## src/rtl/serial_adder_pkg.sv

```systemverilog
// Shared definitions for the digit-serial adder/subtractor: FSM encoding and
// elaboration-time helpers for parameter legality and counter sizing.
package serial_adder_pkg;

  typedef enum logic [1:0] {
    S_IDLE = 2'd0,
    S_RUN  = 2'd1,
    S_DONE = 2'd2
  } state_t;

  function automatic bit params_legal(input int width, input int digit);
    return (digit >= 1) && (width >= digit) && ((width % digit) == 0);
  endfunction

  function automatic int cnt_width(input int n);
    return (n > 1) ? $clog2(n) : 1;
  endfunction

endpackage

```

## src/rtl/adder_slice.sv

```systemverilog
// DIGIT-wide ripple-carry slice built from full_adder cells; purely combinational.
module adder_slice #(
  parameter int DIGIT = 4
) (
  input  logic [DIGIT-1:0] a,
  input  logic [DIGIT-1:0] b,
  input  logic             ci,
  output logic [DIGIT-1:0] s,
  output logic             co,
  output logic             c_msb
);

  logic [DIGIT:0] c;

  assign c[0] = ci;

  for (genvar i = 0; i < DIGIT; i++) begin : g_bit
    full_adder u_fa (
      .a  (a[i]),
      .b  (b[i]),
      .ci (c[i]),
      .s  (s[i]),
      .co (c[i+1])
    );
  end

  // c_msb is the carry into the top bit; XOR with co gives signed overflow
  assign co    = c[DIGIT];
  assign c_msb = c[DIGIT-1];

endmodule

```

## src/rtl/full_adder.sv

```systemverilog
// Gate-level single-bit full adder, used as the per-bit cell of adder_slice.
module full_adder (
  input  logic a,
  input  logic b,
  input  logic ci,
  output logic s,
  output logic co
);

  logic p;

  assign p  = a ^ b;
  assign s  = p ^ ci;
  assign co = (a & b) | (ci & p);

endmodule

```

## src/rtl/serial_adder.sv

```systemverilog
// Digit-serial adder/subtractor: WIDTH-bit operands processed DIGIT bits per
// clock through one ripple slice with a registered carry, start/done handshake.
module serial_adder
  import serial_adder_pkg::*;
#(
  parameter int WIDTH = 16,
  parameter int DIGIT = 4
) (
  input  logic             clk,
  input  logic             rst,
  input  logic             start,
  input  logic             sub,
  input  logic [WIDTH-1:0] a,
  input  logic [WIDTH-1:0] b,
  input  logic             cin,
  output logic             busy,
  output logic             done,
  output logic [WIDTH-1:0] sum,
  output logic             cout,
  output logic             ovf
);

  localparam int N  = WIDTH / DIGIT;
  localparam int CW = cnt_width(N);

  if (!params_legal(WIDTH, DIGIT)) begin : g_illegal
    $error("serial_adder: DIGIT must be >= 1 and divide WIDTH");
  end

  state_t           state, state_next;
  logic [WIDTH-1:0] a_sh, b_sh;
  logic             carry;
  logic [CW-1:0]    cnt;
  logic             last, accept;
  logic [DIGIT-1:0] slice_s;
  logic             slice_co, slice_cmsb;

  // Drop the consumed low digit and insert the new result digit at the top.
  function automatic logic [WIDTH-1:0] shift_in(input logic [DIGIT-1:0] d,
                                                input logic [WIDTH-1:0] r);
    return WIDTH'({d, r} >> DIGIT);
  endfunction

  adder_slice #(.DIGIT(DIGIT)) u_slice (
    .a     (a_sh[DIGIT-1:0]),
    .b     (b_sh[DIGIT-1:0]),
    .ci    (carry),
    .s     (slice_s),
    .co    (slice_co),
    .c_msb (slice_cmsb)
  );

  assign last = (cnt == CW'(N - 1));

  always_ff @(posedge clk) begin
    if (rst) state <= S_IDLE;
    else     state <= state_next;
  end

  always_comb begin
    state_next = state;
    case (state)
      S_IDLE:  if (start) state_next = S_RUN;
      S_RUN:   if (last) state_next = S_DONE;
      S_DONE:  state_next = start ? S_RUN : S_IDLE;
      default: state_next = S_IDLE;
    endcase
  end

  always_comb begin
    busy   = (state == S_RUN);
    done   = (state == S_DONE);
    accept = start && ((state == S_IDLE) || (state == S_DONE));
  end

  // a_sh doubles as the result shift register: each consumed A digit is
  // replaced at the top by the matching result digit. Outputs are loaded on
  // the final digit so they are already valid during the done cycle.
  always_ff @(posedge clk) begin
    if (rst) begin
      a_sh  <= '0;
      b_sh  <= '0;
      carry <= 1'b0;
      cnt   <= '0;
      sum   <= '0;
      cout  <= 1'b0;
      ovf   <= 1'b0;
    end else if (accept) begin
      a_sh  <= a;
      b_sh  <= sub ? ~b : b;
      carry <= sub ? ~cin : cin;
      cnt   <= '0;
    end else if (busy) begin
      a_sh  <= shift_in(slice_s, a_sh);
      b_sh  <= b_sh >> DIGIT;
      carry <= slice_co;
      cnt   <= cnt + 1'b1;
      if (last) begin
        sum  <= shift_in(slice_s, a_sh);
        cout <= slice_co;
        ovf  <= slice_cmsb ^ slice_co;
      end
    end
  end

endmodule
```

## config.mk

```make
export PLATFORM = sky130hd
export DESIGN_NAME = serial_adder
export DESIGN_NICKNAME = d
export VERILOG_FILES = /design/src/rtl/serial_adder_pkg.sv /design/src/rtl/adder_slice.sv /design/src/rtl/full_adder.sv /design/src/rtl/serial_adder.sv
export SDC_FILE = /design/constraint.sdc
export NUM_CORES = 1
export LEC_CHECK = 0
export BUFFER_PORTS_ARGS = -buffer_cell sky130_fd_sc_hd__buf_2
export CAP_MARGIN = 15
export CORE_AREA = 2 2 120 75
export DETAILED_ROUTE_END_ITERATION = 7
export DIE_AREA = 0 0 122 77
export PLACE_DENSITY_LB_ADDON = 0.2
export SYNTH_ARGS = -nofsm -noshare
export SYNTH_HDL_FRONTEND = slang
export SYNTH_SLANG_ARGS = --single-unit
```

## constraint.sdc

```tcl
create_clock -name clk -period 2.5 [get_ports clk]
set_input_delay 0.5 -clock clk [delete_from_list [all_inputs] [get_ports clk]]
set_output_delay 0.5 -clock clk [all_outputs]
set_load 0.02 [all_outputs]
```

# --- Word level (Yosys, flattened, before mapping) ---
# Cells that the tools add are included.
totals:
  regBits: 55
  inputBits: 37
  output_inout_bits: 20
  elab_cells: 57
op_classes:
  n_addsub: 1
  eq_ne: 5
  muxes: 12
  bitwise_logic: 24
  n_reduce_logical: 7
op_table:
  columns: ["operator", "n"]
  rows:
  - ["two-way mux 16 bit", 5]
  - ["inverter 16 bit", 1]
  - ["bitwise XOR 1 bit", 9]
  - ["AND 1 bit", 8]
  - ["one-hot mux 2 bit (3 select lines)", 1]
  - ["equality test 2 bit, second input constant", 2]
  - ["two-way mux 1 bit", 4]
  - ["two-way mux 2 bit", 2]
  - ["bitwise OR 1 bit", 4]
  - ["AND reduction 3 bit", 1]
  - ["adder 2 x 1 -> 2 bit, second input constant", 1]
  - ["equality test 2 x 1 -> 1 bit, second input constant", 1]
  - ["logical NOT 2 bit", 1]
  - ["!= test 2 x 1 -> 1 bit, second input constant", 1]
  - ["!= test 2 bit, second input constant", 1]
  - ["inverter 1 bit", 2]
  - ["AND reduction 2 bit", 1]
  - ["nonzero test 2 bit", 1]
  - ["OR reduction 2 bit", 1]
  - ["logical AND 1 bit", 1]
  - ["logical OR 1 bit", 1]

# --- Longest topological paths before layout ---
logic_depth:
  depth_word: 11
  depth_mapped: 10
  depth_no_buf: 10

# --- By module ---
# Synthesis repeated with hierarchy kept, for this count alone.
unflattened:
  hier_cells: 275
  hier_area_um2: 2397.3
by_module_without_submodules:
  columns: ["module", "n_inst", "cells_each", "area_per_inst_um2", "seq_area_each_um2"]
  rows:
  - ["serial_adder", 1, 271, 2317.2, 1101.1]
  - ["full_adder", 4, 1, 20.0, 0.0]

# --- Worst setup path after synthesis ---
# No wires, ideal clock.
synth_path:
  path_kind: "register to register"
  start: "reg carry"
  end: "reg a_sh[15]"
  setup_time_ns: 0.070
  arrival_time_ns: 2.126
  t_required_ns: 2.430
  slack_ns: 0.304
  path_stages_with_launch: 11
  path_buffers: 0
  period_less_slack_ns: 2.196
  path_cell_list: "dfxtp_1 fa_1 inv_1 fa_1 inv_1 fa_1 inv_1 fa_1 nand3b_1 o211ai_1 a21oi_1"
synth_via:
  elab_chain_len: 9
synth_rtl:
  columns: ["element", "line_no", "source"]
  rows:
  - ["start: declaration", "serial_adder.sv:32", "logic carry;"]
  - ["start signal: assignment", "serial_adder.sv:91", "carry <= sub ? ~cin : cin;"]
  - ["start signal: assignment", "serial_adder.sv:96", "carry <= slice_co;"]
  - ["AND 1 bit", "full_adder.sv:14", "assign co = (a & b) | (ci & p);"]
  - ["bitwise OR 1 bit", "full_adder.sv:14", null]
  - ["AND 1 bit", "full_adder.sv:14", null]
  - ["bitwise OR 1 bit", "full_adder.sv:14", null]
  - ["AND 1 bit", "full_adder.sv:14", null]
  - ["bitwise OR 1 bit", "full_adder.sv:14", null]
  - ["bitwise XOR 1 bit", "full_adder.sv:13", "assign s = p ^ ci;"]
  - ["two-way mux 16 bit", "serial_adder.sv:93", "end else if (busy) begin"]
  - ["two-way mux 16 bit", "serial_adder.sv:88", "end else if (accept) begin"]
  - ["end signal: assignment", "serial_adder.sv:94", "a_sh <= shift_in(slice_s, a_sh);"]
  - ["end: declaration", "serial_adder.sv:31", "logic [WIDTH-1:0] a_sh, b_sh;"]
# Every way passes these cells. The select of a mux whose other input is x is not followed.
# A chain may end at the register's enable or synchronous reset.

# --- Worst setup path in the final report ---
# Same ends and word-level chain as after synthesis.

==> results.toml <==
[run_status]
status = "completed"

[power_and_ir_drop]
pwr-share-seq_pct = 47.7
switching_share_pct = 25.5
ir_worst_vdd_v = 0.000273
power.internal_mw = 1.50
combPwrFrac_pct = 13.3
power_density_nw_per_um2 = 678
pwr-share-clk_pct = 39.0
p_leak_nw = 1.17
p_sw_uw = 512

[timing]
finalSetupViolCount = 0
maxSlewHeadroom_pct = 48.4
fmax_ghz = 0.437
min_period_ns = 2.29
worst_slew_pin_slew_ns = 0.774
hold_viol = 0
fin_crit_sh_pct = 91.6
tns_ns = 0
maxSlewViolCount = 0
rsz0062_at_grt = "no"
clock_skew_ns = 0.00793

[clock_tree]
cts_resized = 0
cts-hold-fix-buffers = 0
cts_tree = "done"
cts_setup_buffers = 0
clkTransAtPathRegs_ns = 0.07
clk_latency_ns = 0.29
clockBufferDepth = 2
cts_buffers = 5
root_buffer = "clkbuf_16"
cts_max_level = 2
cts_sinks = 55

[drt]
drtPass1Iterations = 4
wirelength_mm = 6.61
viasPerCell = 4.80
antenna_left = 0
routedWlPerCell_um = 15.0
vias = 2113
drc = 0
first_iter_violations = 100

[layout]
drive_gt1_share_pct = 24.1
area_growth_pct = 22.0
n_antenna_cell = 0
stdcell_count = 440
fin_nets = 370

[job]
drv_cap = 0

[grt]
antenna_found_initial = 0
overflow = 0
grt.total_usage_pct = 14.8
first_global_vias = 2011
grt_pass1_wl_mm = 10.7
grt_max_degree = 37

[synthesis]
synth_area_per_cell_um2 = 8.66
syn_inst = 281
yosysWarnings = 0
synth-seq-cells = 55
synth_top_area_share_pct = 45.2
mappedNetlistArea_um2 = 2430
synth_nets = 323
synth.area.top_cells = "dfxtp_1 (45%), a21oi_1 (8.4%), nand2_1 (7.4%)"
yosysSeqAreaShare_pct = 45.2
ys_types = 29
yosys.area.top_type = "dfxtp_1"

[floorplan]
start_util_pct = 29.4
std_cell_rows = 26
die_h_um = 77
dieArea_um2 = 9390
coreArea_um2 = 8300
ios = 57
die_w_um = 122

[worst_setup_path]
crit_type = "flip-flop to flip-flop"
worstPathMaxFanout = 2
r2r-end = "a_sh[15]"
path_buf_inv = 3
critical_path_arrival_ns = 2.51
cpLargestDelayFamily = "adder cells"
critical_path.slowest_cell = "fa_1"
reg2regPathDepth = 10
worstPathCellList = "fa_1 -> inv_1 -> fa_1 -> inv_1 -> fa_2 -> inv_1 -> fa_1 -> nand3b_1 -> o211ai_1 -> a21oi_1"
cp-end-kind = "flip-flop"
r2r_start = "carry"
worst_setup_path_start_kind = "flip-flop"
worstPathRequired_ns = 2.72
reg2reg_slack_ns = 0.21
worst_path_largest_cell_delay_ns = 0.43

[place]
gp_congestion = 0.805
portBuffers = 56
dp_hpwl_mm = 4.54
placed_cells = 433

[hold_path]
min_path_cells = 3
min-delay-start = "a[13]"
min_to = "a_sh[13]"
hold_class = "primary input to flip-flop"
-- area by class of cell --
cell class / instances / area (um^2)
multi-input combinational: 194 / 1190
inverter: 8 / 30.0
tap: 112 / 140
fill: 884 / 5330
timing repair buffer: 64 / 353
clock inverter: 1 / 30.0
clock buffer: 6 / 129
sequential: 55 / 1100
-- layer usage --
metal	wire length, um	share of wire [%]	vias to the layer above	global-route usage (%)
met3	316	4.8	8	3.20
met2	2530	38	57	19.2
li1	-	-	1055	-
met5	0	0	-	0
met4	73	1.1	0	4.48
met1	3700	56	993	23.5
-- power by group through the flow --
stage          registers (mW)  logic [mW]  clock network [mW]
3_5_place_dp            0.980       0.267                   0
2_1_floorplan           0.967       0.186                   0
6_report                0.960       0.267               0.786
5_1_grt                 0.967       0.303               0.827
4_1_cts                 0.960       0.268               0.799
3_3_place_gp            0.978       0.264                   0
-- cell usage after synthesis (all sizes together) --
cell,number
nand2,48
mux2i,1
o211ai,2
a311oi,6
a2111oi,1
a21oi,41
xor2,17
nand3b,3
buf,16
and3b,1
inv,8
fa,4
ha,1
a22oi,20
dfxtp,55
nor2b,2
nand2b,2
nor2,12
o21a,1
nor3,3
xnor2,2
clkbuf,8
a211oi,3
nand3,24
-- stage by stage --
| stage | power [mW] | hold WS, ns | worst slack (ns) | instance area (um^2) | util [%] |
|---|---|---|---|---|---|
| final | 2.01 | 0.448 | 0.209 | 2970 | 35.8 |
| after global routing | 2.10 | 0.469 | 0.0567 | 2970 | 35.8 |
| after CTS | 2.03 | 0.445 | 0.141 | 2970 | 35.8 |
| after detailed placement | 1.25 | 0.445 | 0.149 | 2810 | 33.9 |
| after global placement | 1.24 | 0.446 | 0.191 | 2810 | 33.9 |
| after floorplan | 1.15 | 0.444 | 0.304 | 2430 | - |
-- cell usage in the layout (no fill, tap or decap), drive strengths merged --
| master | count |
|---|---|
| a22oi | 20 |
| o211ai | 2 |
| a211oi | 3 |
| xnor2 | 2 |
| nand2b | 2 |
| a311oi | 6 |
| buf | 64 |
| o21a | 1 |
| a2111oi | 1 |
| a21oi | 41 |
| clkbuf | 6 |
| nand3 | 24 |
| mux2i | 1 |
| nor2b | 2 |
| xor2 | 17 |
| nor3 | 3 |
| fa | 4 |
| nand2 | 48 |
| bufinv | 1 |
| and3b | 1 |
| nand3b | 3 |
| dfxtp | 55 |
| ha | 1 |
| nor2 | 12 |
| inv | 8 |
-- worst max-delay path by stage --
stage	from	endpoint	cells past startpoint
global route	carry	a_sh[15]	10
finish	carry	a_sh[15]	10
detailed placement	carry	a_sh[15]	10
CTS	carry	a_sh[15]	10
floorplan	carry	a_sh[15]	10
global placement	carry	a_sh[15]	10
-- flip-flops by register name, summed over array words and instances, names as in the netlist --
| register | cells |
|---|---|
| b_sh | 16 |
| ovf | 1 |
| state | 2 |
| cout | 1 |
| carry | 1 |
| a_sh | 16 |
| sum | 16 |
| cnt | 2 |
-- kinds of logic after synthesis --
| kind of cell | count (synthesis) | synth area share (%) |
|---|---|---|
| simple gates | 95 | 17.2 |
| buf+inv | 32 | 6.22 |
| mux | 1 | 0.411 |
| compound gates | 74 | 20.3 |
| flops | 55 | 45.2 |
| xor+xnor | 19 | 6.83 |
| fa+ha+maj | 5 | 3.80 |
-- tightest hold or removal path, stage by stage --
cell,delay (ns)
buf_2,0.10
nand2_1,0.05
a21oi_1,0.05
No activity file was read; power rests on OpenSTA's default activity.
